<file path="config.mk">
export PLATFORM = sky130hd
export DESIGN_NAME = alu_issue_stage
export DESIGN_NICKNAME = d
export VERILOG_FILES = /design/src/rtl/alu_pkg.sv /design/src/rtl/alu_result_fifo.sv /design/src/rtl/alu_issue_stage.sv
export SDC_FILE = /design/constraint.sdc
export NUM_CORES = 1
export LEC_CHECK = 0
export BUFFER_PORTS_ARGS = -buffer_cell sky130_fd_sc_hd__buf_4
export CORE_MARGIN = 10
export CORE_UTILIZATION = 55
export CTS_BUF_LIST = sky130_fd_sc_hd__clkbuf_4 sky130_fd_sc_hd__clkbuf_8 sky130_fd_sc_hd__clkbuf_16
export DETAILED_ROUTE_END_ITERATION = 7
export PLACE_DENSITY = 0.91
export SLEW_MARGIN = 25
export SYNTH_ARGS = -nofsm -noshare
export SYNTH_HDL_FRONTEND = slang
export SYNTH_SLANG_ARGS = --single-unit
</file>
<file path="constraint.sdc">
create_clock -name clk -period 5.5 [get_ports clk]
set_input_delay 1.1 -clock clk [delete_from_list [all_inputs] [get_ports clk]]
set_output_delay 1.1 -clock clk [all_outputs]
set_load 0.05 [all_outputs]
</file>
<file path="src/rtl/alu_pkg.sv">
// Shared opcode encodings, widths and the stored-result record for the ALU issue stage.
package alu_pkg;

  localparam int DATA_W      = 8;
  localparam int OPC_W       = 4;
  localparam int FLAG_W      = 3;
  localparam int RES_W       = 12;
  localparam int ILLEGAL_MIN = 9;

  localparam logic [OPC_W-1:0] OP_ADD   = 4'd0;
  localparam logic [OPC_W-1:0] OP_SUB   = 4'd1;
  localparam logic [OPC_W-1:0] OP_AND   = 4'd2;
  localparam logic [OPC_W-1:0] OP_OR    = 4'd3;
  localparam logic [OPC_W-1:0] OP_XOR   = 4'd4;
  localparam logic [OPC_W-1:0] OP_NAND  = 4'd5;
  localparam logic [OPC_W-1:0] OP_NOR   = 4'd6;
  localparam logic [OPC_W-1:0] OP_XNOR  = 4'd7;
  localparam logic [OPC_W-1:0] OP_SHIFT = 4'd8;

  typedef struct packed {
    logic [DATA_W-1:0] data;
    logic              carry;
    logic              ovf;
    logic              zero;
    logic              illegal;
  } res_t;

  // Illegal opcodes discard whatever the ALU produced so the consumer sees a clean marker.
  function automatic res_t make_result(input logic [DATA_W-1:0] out,
                                       input logic carry,
                                       input logic ovf,
                                       input logic zero,
                                       input logic illegal);
    res_t r;
    r = '0;
    if (illegal) begin
      r.illegal = 1'b1;
    end else begin
      r.data  = out;
      r.carry = carry;
      r.ovf   = ovf;
      r.zero  = zero;
    end
    return r;
  endfunction

endpackage

</file>
<file path="src/rtl/alu_result_fifo.sv">
// Small synchronous result FIFO; the head output holds the last popped entry while empty.
module alu_result_fifo
  import alu_pkg::*;
#(
  parameter int DEPTH = 2
) (
  input  logic                       clk,
  input  logic                       rst_n,
  input  logic                       i_push,
  input  logic [RES_W-1:0]           i_wdata,
  input  logic                       i_pop,
  output logic [RES_W-1:0]           o_rdata,
  output logic                       o_full,
  output logic                       o_empty,
  output logic [$clog2(DEPTH):0]     o_count
);

  localparam int AW = $clog2(DEPTH);

  logic [RES_W-1:0] r_mem [DEPTH];
  logic [AW-1:0]    r_wr_ptr;
  logic [AW-1:0]    r_rd_ptr;
  logic [AW:0]      r_count;
  logic [RES_W-1:0] r_last;
  logic             w_do_push;
  logic             w_do_pop;

  assign o_count = r_count;
  assign o_empty = (r_count == '0);
  assign o_full  = (r_count == (AW+1)'(DEPTH));
  assign w_do_pop  = i_pop & ~o_empty;
  // A full FIFO still takes a write when the head leaves in the same cycle.
  assign w_do_push = i_push & (~o_full | w_do_pop);
  assign o_rdata = o_empty ? r_last : r_mem[r_rd_ptr];

  always_ff @(posedge clk) begin
    if (w_do_push) r_mem[r_wr_ptr] <= i_wdata;
  end

  always_ff @(posedge clk or negedge rst_n) begin
    if (!rst_n) begin
      r_wr_ptr <= '0;
      r_rd_ptr <= '0;
      r_count  <= '0;
      r_last   <= '0;
    end else begin
      if (w_do_push) r_wr_ptr <= r_wr_ptr + 1'b1;
      if (w_do_pop) begin
        r_rd_ptr <= r_rd_ptr + 1'b1;
        r_last   <= r_mem[r_rd_ptr];
      end
      r_count <= r_count + (AW+1)'(w_do_push) - (AW+1)'(w_do_pop);
    end
  end

endmodule

</file>
<file path="src/rtl/alu_issue_stage.sv">
// Issue stage for the external 8-bit ALU: operand register in front, result FIFO and
// sticky carry/overflow status behind.
module alu_issue_stage
  import alu_pkg::*;
#(
  parameter int RES_DEPTH   = 2,
  parameter int ILLEGAL_MIN = 9
) (
  input  logic              clk,
  input  logic              rst_n,
  input  logic              in_valid,
  output logic              in_ready,
  input  logic [7:0]        in_a,
  input  logic [7:0]        in_b,
  input  logic [3:0]        in_opcode,
  output logic [7:0]        alu_a,
  output logic [7:0]        alu_b,
  output logic [3:0]        alu_opcode,
  input  logic [7:0]        alu_out,
  input  logic              alu_carry,
  input  logic              alu_overflow,
  input  logic              alu_zero,
  output logic              res_valid,
  input  logic              res_ready,
  output logic [7:0]        res_data,
  output logic [2:0]        res_flags,
  output logic              res_illegal,
  output logic              stat_carry,
  output logic              stat_ovf,
  input  logic              stat_clr
);

  localparam int CNT_W = $clog2(RES_DEPTH) + 1;

  logic             r_op_v;
  logic [7:0]       r_a;
  logic [7:0]       r_b;
  logic [3:0]       r_opcode;
  logic             r_stat_carry;
  logic             r_stat_ovf;
  logic             w_full;
  logic             w_empty;
  logic [CNT_W-1:0] w_count;
  logic             w_push;
  logic             w_pop;
  logic             w_accept;
  logic             w_illegal;
  res_t             w_wres;
  res_t             w_rres;
  logic [RES_W-1:0] w_rdata;

  assign w_push    = r_op_v & ~w_full;
  // Ready is forced low during reset so nothing is taken while the stage is held.
  assign in_ready  = rst_n & (~r_op_v | w_push);
  assign w_accept  = in_valid & in_ready;
  assign w_pop     = res_ready & (w_count != '0);
  assign w_illegal = (r_opcode >= OPC_W'(ILLEGAL_MIN));
  assign w_wres    = make_result(alu_out, alu_carry, alu_overflow, alu_zero, w_illegal);

  assign alu_a      = r_a;
  assign alu_b      = r_b;
  assign alu_opcode = r_opcode;

  always_ff @(posedge clk or negedge rst_n) begin
    if (!rst_n) begin
      r_op_v   <= 1'b0;
      r_a      <= '0;
      r_b      <= '0;
      r_opcode <= '0;
    end else if (w_accept) begin
      r_op_v   <= 1'b1;
      r_a      <= in_a;
      r_b      <= in_b;
      r_opcode <= in_opcode;
    end else if (w_push) begin
      r_op_v   <= 1'b0;
    end
  end

  // A capture in the same cycle as a clear keeps the bit set.
  always_ff @(posedge clk or negedge rst_n) begin
    if (!rst_n) begin
      r_stat_carry <= 1'b0;
      r_stat_ovf   <= 1'b0;
    end else begin
      r_stat_carry <= (w_push & w_wres.carry) | (r_stat_carry & ~stat_clr);
      r_stat_ovf   <= (w_push & w_wres.ovf)   | (r_stat_ovf   & ~stat_clr);
    end
  end

  assign stat_carry = r_stat_carry;
  assign stat_ovf   = r_stat_ovf;

  alu_result_fifo #(
    .DEPTH (RES_DEPTH)
  ) u_fifo (
    .clk     (clk),
    .rst_n   (rst_n),
    .i_push  (w_push),
    .i_wdata (w_wres),
    .i_pop   (w_pop),
    .o_rdata (w_rdata),
    .o_full  (w_full),
    .o_empty (w_empty),
    .o_count (w_count)
  );

  assign w_rres      = res_t'(w_rdata);
  assign res_valid   = ~w_empty;
  assign res_data    = w_rres.data;
  assign res_flags   = {w_rres.carry, w_rres.ovf, w_rres.zero};
  assign res_illegal = w_rres.illegal;

endmodule

</file>
======== Word-level counts from Yosys, hierarchy flattened ========
Memories as Yosys holds them, arrays and structs flattened.
Cells that the tools add are included.
storage, ports and cells
  memories kept ........................... 1
  memory bits (writable) .................. 24
  register bits ........................... 39
  word-level logic and storage cells ...... 45
  output and inout port bits .............. 36
  input port bits ......................... 36
memory list
  name          words  bits a word  read ports  clocked after Yosys merged registers in  write ports  RTL line               text
  u_fifo.r_mem  2      12           1           0                                        1            alu_result_fifo.sv:20  logic [RES_W-1:0] r_mem [DEPTH];
cells by class
  bitwise logic cells ..................... 18
  $add $sub $neg .......................... 4
  equality and inequality tests ........... 1
  $lt $le $gt $ge ......................... 1
  reductions and logical operators ........ 3
  mux-type cells .......................... 7
operators by type and width
  operator                                     number
  12-bit 2-to-1 mux                            1
  11-bit 2-to-1 mux                            1
  1-bit bitwise AND                            10
  1-bit 2-to-1 mux                             5
  4-bit >= comparator (second input constant)  1
  1-bit inverter                               4
  1-bit bitwise OR                             4
  2-bit nonzero test                           2
  1-bit adder (second input constant)          2
  2-bit by 1-bit adder with 2-bit output       1
  2-bit == test (second input constant)        1
  2-bit zero test                              1
  2-bit by 1-bit subtractor with 2-bit output  1

======== Logic depth before layout (Yosys ltp) ========
Gate-level depths: netlist of run 1.
  depth in word-level cells ............... 7
  mapped depth ............................ 8
  mapped depth without buffers ............ 7

======== By module ========
Synthesis of run 1 repeated with hierarchy kept, for this count alone.
second synthesis, totals
  cell total of the unflattened synthesis .. 196
  area total of the unflattened synthesis .. 2706.3 sq um
modules (own cells, without submodules)
  module           seq. area each (sq um)  area an instance (sq um)  instances  cells an instance
  alu_result_fifo  1121.1                  1627.8                    1          124
  alu_issue_stage  575.6                   1078.5                    1          72

======== Worst setup path after synthesis of run 1 ========
Ideal clock, no wire load.
  path type ............................... register -> output
  start ................................... reg u_fifo.r_count[1], in the netlist u_fifo.o_count[1]
  end ..................................... out res_data[0]
  arrival ................................. 1.786 ns
  required time ........................... 4.400 ns
  cell stages (with the launch flop) ...... 5
  path slack .............................. 2.614 ns
  path buffers ............................ 2
  path through ............................ dfrtp_1 -> or2_2 -> buf_2 -> buf_6 -> a21oi_1
on the way
  cells in the longest elaborated chain, start to end .. 2
RTL lines
  element                   RTL line               text
  start: declaration        alu_result_fifo.sv:23  logic [AW:0] r_count;
  start signal: assignment  alu_result_fifo.sv:52  r_count <= r_count + (AW+1)'(w_do_push) - (AW+1)'(w_do_pop);
  2-bit zero test           alu_result_fifo.sv:29  assign o_empty = (r_count == '0);
  12-bit 2-to-1 mux         alu_result_fifo.sv:34  assign o_rdata = o_empty ? r_last : r_mem[r_rd_ptr];
  end: declaration          alu_issue_stage.sv:25  output logic [7:0] res_data,
Every way passes these cells.

======== Final worst setup path of run 1 ========
  start ................................... in rst_n
  end ..................................... out in_ready
on the way
  cells in the longest elaborated chain, start to end .. 1
RTL lines
  element             RTL line               text
  start: declaration  alu_issue_stage.sv:10  input logic rst_n,
  1-bit bitwise AND   alu_issue_stage.sv:54  assign in_ready = rst_n & (~r_op_v | w_push);
  end: declaration    alu_issue_stage.sv:12  output logic in_ready,
Every way passes these cells.

==> run metrics, run 1 <==
HP Start=u_fifo.r_last[10]$_DFFE_PN0P_; crit path max fanout=41; Worst-path clk slew=0.06 ns; Int Power=0.00115 W; Yosys reg bits=63; clk_skew=0.00685 ns; Slowest-stage cell, CP=buf_4; drt via density=5.21; total wire length=5.57 mm; R2R setup slack=3.65 ns; register area=1700 sq um; Remaining Overflow, GRT=0; Post-Syn Instances=193; vias in the first global route=1,884; hold path cells=2; Area Growth Syn to Fin=26.8%; Max-Cap Viols=0; FILL cells=313; number of synthesized flops with an enable pin=24; Final Hold Vio Count=0; CTS Buf Count=9; largest net degree at the start of global routing=42; mux contribution to synthesized area=0.159; PnR worst setup slack=2.46 ns; Syn. warnings=0; unrepaired setup endpoints after global routing=false; CTS root buf=clkbuf_8; synthesized area=2650 sq um; max incr delay on CP=0.41 ns; switching share of total power=0.444; Critical Path AT=1.94 ns; Post-Synth XOR/XNOR Area=0.0132; Clock Power Share=0.164; fmax=329 MHz; Die Area=8000 sq um; Max transition margin=0.459; Worst Hold Class=flip-flop to flip-flop; Syn Area/Cell=13.7 sq um; outcome=finished, final reports clean; post-synth top area share=0.368; Hold EP=u_fifo.r_last[10]$_DFFE_PN0P_; post-synthesis compound-gate area fraction=0.0548; clk sink count=63; die span in y=89.4 microns; DP HPWL=4.02 mm; startpoint types=primary input; CTS tree=yes; largest family of logic cells by synthesized area=multiplexers; H-Tree Depth=3; Netlist cell types=25; synth cell count leaders=39 x dfrtp_1, 24 x edfxtp_1, 20 x mux2_4; Max clock buf depth=2; final setup TNS=0 ns; ranking of synthesized cells by area=dfrtp_1 37%, edfxtp_1 27%, mux2_4 11%, mux2i_1 4.5%, nand2_1 2.4%; DRC violations left=0; Post-CTS Setup Inserts=0; n_diodes=0; worst skew pair latency=0.33 ns; GRT Total Usage=0.153; dpl cells=310; core area=4690 sq um; Crit path required time=4.40 ns; min Tclk post-route=3.04 ns; post-synthesis adder-cell area fraction=0.00944; Top Family by Delay on Critical Path=buffers and inverters; crit-path most repeated cell=buf_4; final RePlAce weighted congestion=0.782; kind of critical path=primary input to output pin; via count=1,697; Comb power frac=0.479; CP Cell Sequence=buf_4 -> and2_2 -> buf_4; Hold-fix buffers, CTS=0; Power Dens Cells=617 nW/um^2; Max Slew Vio Count=0; Static Leak=1.59 nW; Buf/Inv on CP=2; Worst setup EP type=output pin; register area share after synthesis=0.640; Final ANT Viol Nets=0; Worst VDD drop=407 uV; NetSw=0.000920 W; post-cts resize count=0; drt first-iter violations=116; DRT Pass-1 Iters=4; Worst R2R Start=u_fifo.o_count[1]$_DFF_PN0_; initial antenna violation count=0; syn nets=231; Starting Density=0.565; io pins=72; nets=305; area of the multi-input gates=846 sq um; die width=89.4 microns; WL/cell=17.1 microns; Setup-failing EPs final=0; Post-Layout Cell Count=326; Place WS=2.41 ns; measured slew at the worst slew-check pin=0.809 ns; layout cells sized above 1=0.415; Power Total=0.00207 W; Cell Rows=25; count of cells along the worst register-to-register path=8; sequential power share=0.358; area leader, netlist=dfrtp_1; ratio of final minimum period to clock period=0.553; count leader, synth=dfrtp_1; Crit Reg-Reg Endpoint=u_fifo.o_count[1]$_DFF_PN0_; # port buffers=71; ys flop type=dfrtp_1; first-pass GRT wire length=9.14 mm; post-synthesis simple-gate area fraction=0.0822; Async S/R FF share, synth=0.619
worst max path at each step:
stage / slack (ns) / end / cells past startpoint / start
6_report: 2.46 / in_ready / 3 / rst_n
5_1_grt: 2.35 / in_ready / 3 / rst_n
4_1_cts: 2.41 / in_ready / 3 / rst_n
3_5_place_dp: 2.41 / in_ready / 3 / rst_n
3_3_place_gp: 2.44 / in_ready / 3 / rst_n
2_1_floorplan: 2.61 / res_data[0] / 4 / u_fifo.o_count[1]$_DFF_PN0_
metrics by stage:
step / hold slack, ns / cell area, sq um / utilization
global placement: 0.462 / 3190 / 0.680
global route: 0.508 / 3360 / 0.716
CTS: 0.493 / 3360 / 0.716
floorplan: 0.451 / 2650 / -
finish: 0.489 / 3360 / 0.716
detailed placement: 0.477 / 3190 / 0.680
cells by family after synthesis:
logic type,after synthesis
buffers and inverters,19
AOI/OAI and AO/OA,28
muxes,32
adders and majority gates,2
and+or+nand+nor,45
DFF,63
xor gates and xnor gates,4
power by group through the flow:
stage,sequential [W],combinational (W),clock [W]
2_1_floorplan,0.000850,0.000617,0
3_3_place_gp,0.000737,0.000979,0
3_5_place_dp,0.000745,0.00100,0
4_1_cts,0.000741,0.00101,0.000349
5_1_grt,0.000759,0.00106,0.000371
6_report,0.000741,0.000992,0.000339
layer usage:
layer | up-vias | wire (microns) | track usage
li1 | 813 | - | -
met4 | 0 | 99 | 0.0708
met5 | - | 0 | 0
met3 | 10 | 383 | 0.0620
met2 | 50 | 2980 | 0.261
met1 | 824 | 2100 | 0.162
placed cells by master (no fill, tap or decap), drive strengths merged:
master and n:
a21oi 12, and2 10, and3 1, buf 73
clkbuf 12, clkinv 3, clkinvlp 1, dfrtp 39
edfxtp 24, ha 2, inv 9, mux2 20
mux2i 12, nand2 17, nand3b 1, nor2 13
nor2b 1, o21ai 13, o22ai 2, o31ai 1
or2 1, or2b 1, xnor2 4
state kept, by name, indices dropped and copies added, names as in the netlist:
register / count
alu_a: 8
alu_b: 8
alu_opcode: 4
r_op_v: 1
stat_carry: 1
stat_ovf: 1
u_fifo.o_count: 2
u_fifo.r_last: 12
u_fifo.r_mem: 24
u_fifo.r_rd_ptr: 1
u_fifo.r_wr_ptr: 1
layout make-up:
cell class / instances / share of cell area
clock buffer: 12 / 0.0436
sequential: 63 / 0.505
multi-input combinational: 111 / 0.252
clock inverter: 4 / 0.00670
inverter: 9 / 0.0101
timing repair buffer: 73 / 0.163
tap: 54 / 0.0201
worst reg2reg max path, stage by stage, from the launching register on:
cell and delay, ns:
dfrtp_1 0.43, o21ai_1 0.15, buf_4 0.28, inv_1 0.08, ha_1 0.29, inv_1 0.04, ha_1 0.20, xnor2_1 0.17
xnor2_1 0.13
(Power assumes the default switching activity.)
==> inputs of run 2 (changes only) <==
--- a/config.mk
+++ b/config.mk
@@ -7,10 +7,10 @@
 export LEC_CHECK = 0
 export BUFFER_PORTS_ARGS = -buffer_cell sky130_fd_sc_hd__buf_4
 export CORE_MARGIN = 10
-export CORE_UTILIZATION = 55
+export CORE_UTILIZATION = 52
 export CTS_BUF_LIST = sky130_fd_sc_hd__clkbuf_4 sky130_fd_sc_hd__clkbuf_8 sky130_fd_sc_hd__clkbuf_16
 export DETAILED_ROUTE_END_ITERATION = 7
-export PLACE_DENSITY = 0.91
+export PLACE_DENSITY = 0.87
 export SLEW_MARGIN = 25
 export SYNTH_ARGS = -nofsm -noshare
 export SYNTH_HDL_FRONTEND = slang
==> constraint.sdc (replaced) <==
create_clock -name clk -period 3.15 [get_ports clk]
set_input_delay 0.63 -clock clk [delete_from_list [all_inputs] [get_ports clk]]
set_output_delay 0.63 -clock clk [all_outputs]
set_load 0.05 [all_outputs]
==> run 2 against run 1 <==
Net effect:
- die area rose by 4.5%
- via count increased by 1.1%
- worst setup slack worse by 1.8 ns
- largest cell class unchanged
- critical endpoint is now res_flags[0]
==> run metrics, run 2 (synthesis gave the netlist of run 1 again) <==
area of the multi-input gates=843 sq um; vias in the first global route=1,867; Die Area=8350 sq um; Max-Cap Viols=0; unrepaired setup endpoints after global routing=false; Worst Hold Class=primary input to asynchronous set/reset pin; Most flops, register=u_fifo.r_mem; Post-Layout Cell Count=341; Cell Rows=25; drt via density=5.03; total wire length=5.90 mm; commonest non-fill, non-tap cell in the layout=buf_4; Int Power=0.00207 W; Worst-path clk slew=0.06 ns; Crit. Startpoint=u_fifo.r_rd_ptr$_DFFE_PN0P_; register area=1700 sq um; drt first-iter violations=149; startpoint types=flip-flop; Setup-failing EPs final=0; ratio of final minimum period to clock period=0.781; Power Total=0.00367 W; io pins=72; Area Growth Syn to Fin=28.5%; dpl cells=325; Place WS=0.886 ns; die span in y=91.4 microns; DRT Pass-1 Iters=4; Max Slew Vio Count=0; CTS root buf=clkbuf_8; Design Area, Final=3410 sq um; Comb power frac=0.476; Worst setup EP type=output pin; FILL cells=344; Top Family by Delay on Critical Path=flip-flops; die width=91.4 microns; n_diodes=0; WL/cell=17.3 microns; Power Dens Cells=1080 nW/um^2; Crit path required time=2.52 ns; clk_skew=0.00612 ns; layout cells sized above 1=0.412; outcome=finished, final reports clean; largest net degree at the start of global routing=32; final setup TNS=0 ns; CTS tree=yes; via count=1,715; Largest register FFs=24; final RePlAce weighted congestion=0.817; worst skew pair latency=0.33 ns; NetSw=0.00160 W; Starting Density=0.550; most frequent cells in the layout=75 x buf_4, 39 x dfrtp_1, 24 x edfxtp_1, 20 x mux2_4, 17 x nand2_1; first-pass GRT wire length=9.43 mm; Worst VDD drop=548 uV; CP Cell Sequence=mux2i_1 -> a21oi_1 -> buf_4; Critical Path AT=1.83 ns; Final ANT Viol Nets=0; Max clock buf depth=2; Max transition margin=0.460; switching share of total power=0.436; Largest regs=u_fifo.r_mem x24, u_fifo.r_last x12; GRT Total Usage=0.144; Remaining Overflow, GRT=0; Static Leak=1.61 nW; CTS Buf Count=9; Post-CTS Setup Inserts=0; clk sink count=63; nets=307; Buf/Inv on CP=1; DP HPWL=4.33 mm; post-cts resize count=0; H-Tree Depth=3; dpl cell area=3220 sq um; min Tclk post-route=2.46 ns; PnR worst setup slack=0.690 ns; crit path max fanout=13; measured slew at the worst slew-check pin=0.809 ns; initial antenna violation count=0; Hold-fix buffers, CTS=0; Worst R2R Start=u_fifo.o_count[1]$_DFF_PN0_; # port buffers=71; kind of critical path=flip-flop to output pin; core area=4820 sq um; Clock Power Share=0.172; Final Hold Vio Count=0; Slowest-stage cell, CP=dfrtp_1; DRC violations left=0; sequential power share=0.351; fmax=407 MHz; max incr delay on CP=0.79 ns
==> run 2: cell types whose count changed in the layout (fill, tap and decap cells not counted), sizes merged <==
cell / previous run / this run
clkinv: 3 / 1
clkbuf: 12 / 15
buf: 73 / 75
clkinvlp: 1 / 0
==> run 2: power groups by stage <==
stage	clock network (W)	registers (W)	logic, W
3_3_place_gp	0	0.00128	0.00172
6_report	0.000633	0.00129	0.00175
4_1_cts	0.000645	0.00129	0.00177
5_1_grt	0.000680	0.00132	0.00185
2_1_floorplan	0	0.00148	0.00108
3_5_place_dp	0	0.00130	0.00176
==> run 2: per-layer routing <==
layer	part of all wire	up-vias	GRT usage
met5	0	-	0
met4	0.025	0	0.0927
met3	0.054	12	0.0329
met2	0.55	56	0.254
met1	0.37	831	0.152
li1	-	816	-
==> run 2: path summary, 6_finish.rpt <==
kind / end / slack, ns / cells past startpoint
worst min-delay path: u_fifo.r_last[7]$_DFFE_PN0P_ / 0.12 / 1
min in group clk: u_fifo.r_last[11]$_DFFE_PN0P_ / 0.48 / 2
worst max-delay path: res_flags[0] / 0.69 / 3
worst min register to register: u_fifo.r_last[11]$_DFFE_PN0P_ / 0.48 / 2
worst max register to register: u_fifo.o_count[1]$_DFF_PN0_ / 1.34 / 8
max in group asynchronous: u_fifo.r_last[6]$_DFFE_PN0P_ / 2.44 / 2
==> run 2: cell type report <==
class	instances	area share
multi-input combinational	111	0.248
clock inverter	1	0.00110
clock buffer	15	0.0533
tap	67	0.0246
sequential	63	0.498
inverter	9	0.00992
timing repair buffer	75	0.165
==> run 2: metrics by stage <==
step	utilization	hold WS, ns
detailed placement	0.669	0.465
global placement	0.669	0.462
CTS	0.707	0.109
floorplan	-	0.334
global route	0.707	0.117
finish	0.707	0.116
==> inputs of run 3 (changes only) <==
==> constraint.sdc (replaced) <==
create_clock -name clk -period 2.35 [get_ports clk]
set_input_delay 0.47 -clock clk [delete_from_list [all_inputs] [get_ports clk]]
set_output_delay 0.47 -clock clk [all_outputs]
set_load 0.05 [all_outputs]
==> run 3 against run 2 <==
Net effect:
- largest cell class unchanged
- register-to-register slack lost 0.70 ns
- utilization is 0.36 points higher
- critical endpoint is now res_flags[2]
- sequential share of layout area shrank 0.25 points
- first-iteration DRC count decreased by 54%
- routed wire length shrank 3.2%
- critical path type unchanged
- via count fell by 1.6%
==> run metrics, run 3 (synthesis gave the netlist of run 1 again) <==
die span in y=91.4 microns; HP Start=stat_clr; drt via density=4.91; Critical Path AT=1.73 ns; largest net degree at the start of global routing=39; startpoint types=flip-flop; Largest register FFs=24; Worst Hold Class=primary input to flip-flop; Largest regs=u_fifo.r_mem x24, u_fifo.r_last x12; outcome=finished, final reports clean; area of the multi-input gates=843 sq um; DRC violations left=0; ratio of final minimum period to clock period=0.935; Worst VDD drop=767 uV; drt first-iter violations=68; measured slew at the worst slew-check pin=0.565 ns; WL/cell=16.6 microns; Power Dens Cells=1430 nW/um^2; H-Tree Depth=3; Worst setup EP type=output pin; Setup-failing EPs final=0; Crit Reg-Reg Endpoint=u_fifo.r_mem[0][0]$_DFFE_PP_; n_diodes=0; initial antenna violation count=0; Final Hold Vio Count=0; Max transition margin=0.623; kind of critical path=flip-flop to output pin; R2R setup slack=0.64 ns; core area=4820 sq um; Hold EP=stat_ovf$_DFF_PN0_; unrepaired setup endpoints after global routing=false; Max Slew Vio Count=0; Crit path required time=1.88 ns; Final ANT Viol Nets=0; CTS root buf=clkbuf_8; via count=1,688; final RePlAce weighted congestion=0.728; first-pass GRT wire length=9.43 mm; clk sink count=63; Max-Cap Viols=0; Die Area=8350 sq um; DRT Pass-1 Iters=4; layout cells sized above 1=0.419; Power Total=0.00490 W; Starting Density=0.550; Remaining Overflow, GRT=0; Worst R2R Start=u_fifo.o_count[1]$_DFF_PN0_; Area Growth Syn to Fin=29.2%; most frequent cells in the layout=77 x buf_4, 39 x dfrtp_1, 24 x edfxtp_1, 20 x mux2_4, 17 x nand2_1; # port buffers=71; crit path max fanout=25; min Tclk post-route=2.20 ns; Max clock buf depth=2; worst skew pair latency=0.33 ns; DP HPWL=4.13 mm; clk_skew=0.00660 ns; final setup TNS=0 ns; die width=91.4 microns; Static Leak=1.62 nW; hold path cells=2; io pins=72; nets=310; CTS Buf Count=9; Most flops, register=u_fifo.r_mem; Worst-path clk slew=0.07 ns; FILL cells=341; register area=1700 sq um; Cell Rows=25; count of cells along the worst register-to-register path=4; total wire length=5.71 mm; commonest non-fill, non-tap cell in the layout=buf_4; vias in the first global route=1,832; CTS tree=yes; fmax=455 MHz; GRT Total Usage=0.143
run 3: area by class of cell:
cell class	count	area share
Tap cell	67	0.0245
Sequential cell	63	0.496
Timing Repair Buffer	78	0.172
Multi-Input combinational cell	111	0.246
Clock inverter	2	0.00292
Inverter	9	0.00987
Clock buffer	14	0.0490
run 3: layer usage:
metal / track usage / part of all wire / vias up
met4: 0.0614 / 0.017 / 0
li1: - / - / 820
met5: 0 / 0 / -
met1: 0.150 / 0.39 / 817
met2: 0.247 / 0.54 / 44
met3: 0.0576 / 0.051 / 7
run 3: worst max path at each step:
stage                           startpoint      endpoint  slack (ns)  cells after the start
3_3_place_gp   u_fifo.o_count[1]$_DFF_PN0_  res_flags[2]        0.56                      3
2_1_floorplan  u_fifo.o_count[1]$_DFF_PN0_   res_data[0]        0.09                      4
3_5_place_dp   u_fifo.o_count[1]$_DFF_PN0_  res_flags[2]        0.53                      3
6_report       u_fifo.o_count[1]$_DFF_PN0_  res_flags[2]        0.15                      3
4_1_cts        u_fifo.o_count[1]$_DFF_PN0_  res_flags[2]        0.16                      3
5_1_grt        u_fifo.o_count[1]$_DFF_PN0_  res_flags[2]        0.04                      3
run 3: stage by stage:
stage	utilization	hold WS [ns]	std cells	setup slack [ns]	area, sq um
2_1_floorplan	-	0.174	193	0.0941	2650
6_report	0.711	0.343	344	0.153	3420
4_1_cts	0.711	0.327	344	0.158	3420
3_3_place_gp	0.672	0.260	327	0.557	3240
3_5_place_dp	0.672	0.263	327	0.530	3240
5_1_grt	0.711	0.343	344	0.0366	3420
run 3: critical path: stages, from the launching register on:
cell	delay [ns]
dfrtp_1	0.42
or2_2	0.49
a21oi_1	0.24
buf_4	0.23
run 3: repair_timing:
item / CTS / global route
gates resized for setup: 0 / 0
setup buffers: 0 / 0
hold buffers: 1 / 0
endpoints found under the hold margin: 1 / 0
run 3: report_power, final:
group | total (W) | switching (W) | internal, W | leakage (nW)
clock | 0.000831 | 0.000375 | 0.000456 | 0.0981
sequential | 0.00168 | 0.000174 | 0.00150 | 0.691
combinational | 0.00239 | 0.00160 | 0.000799 | 0.830
total | 0.00490 | 0.00214 | 0.00276 | 1.62
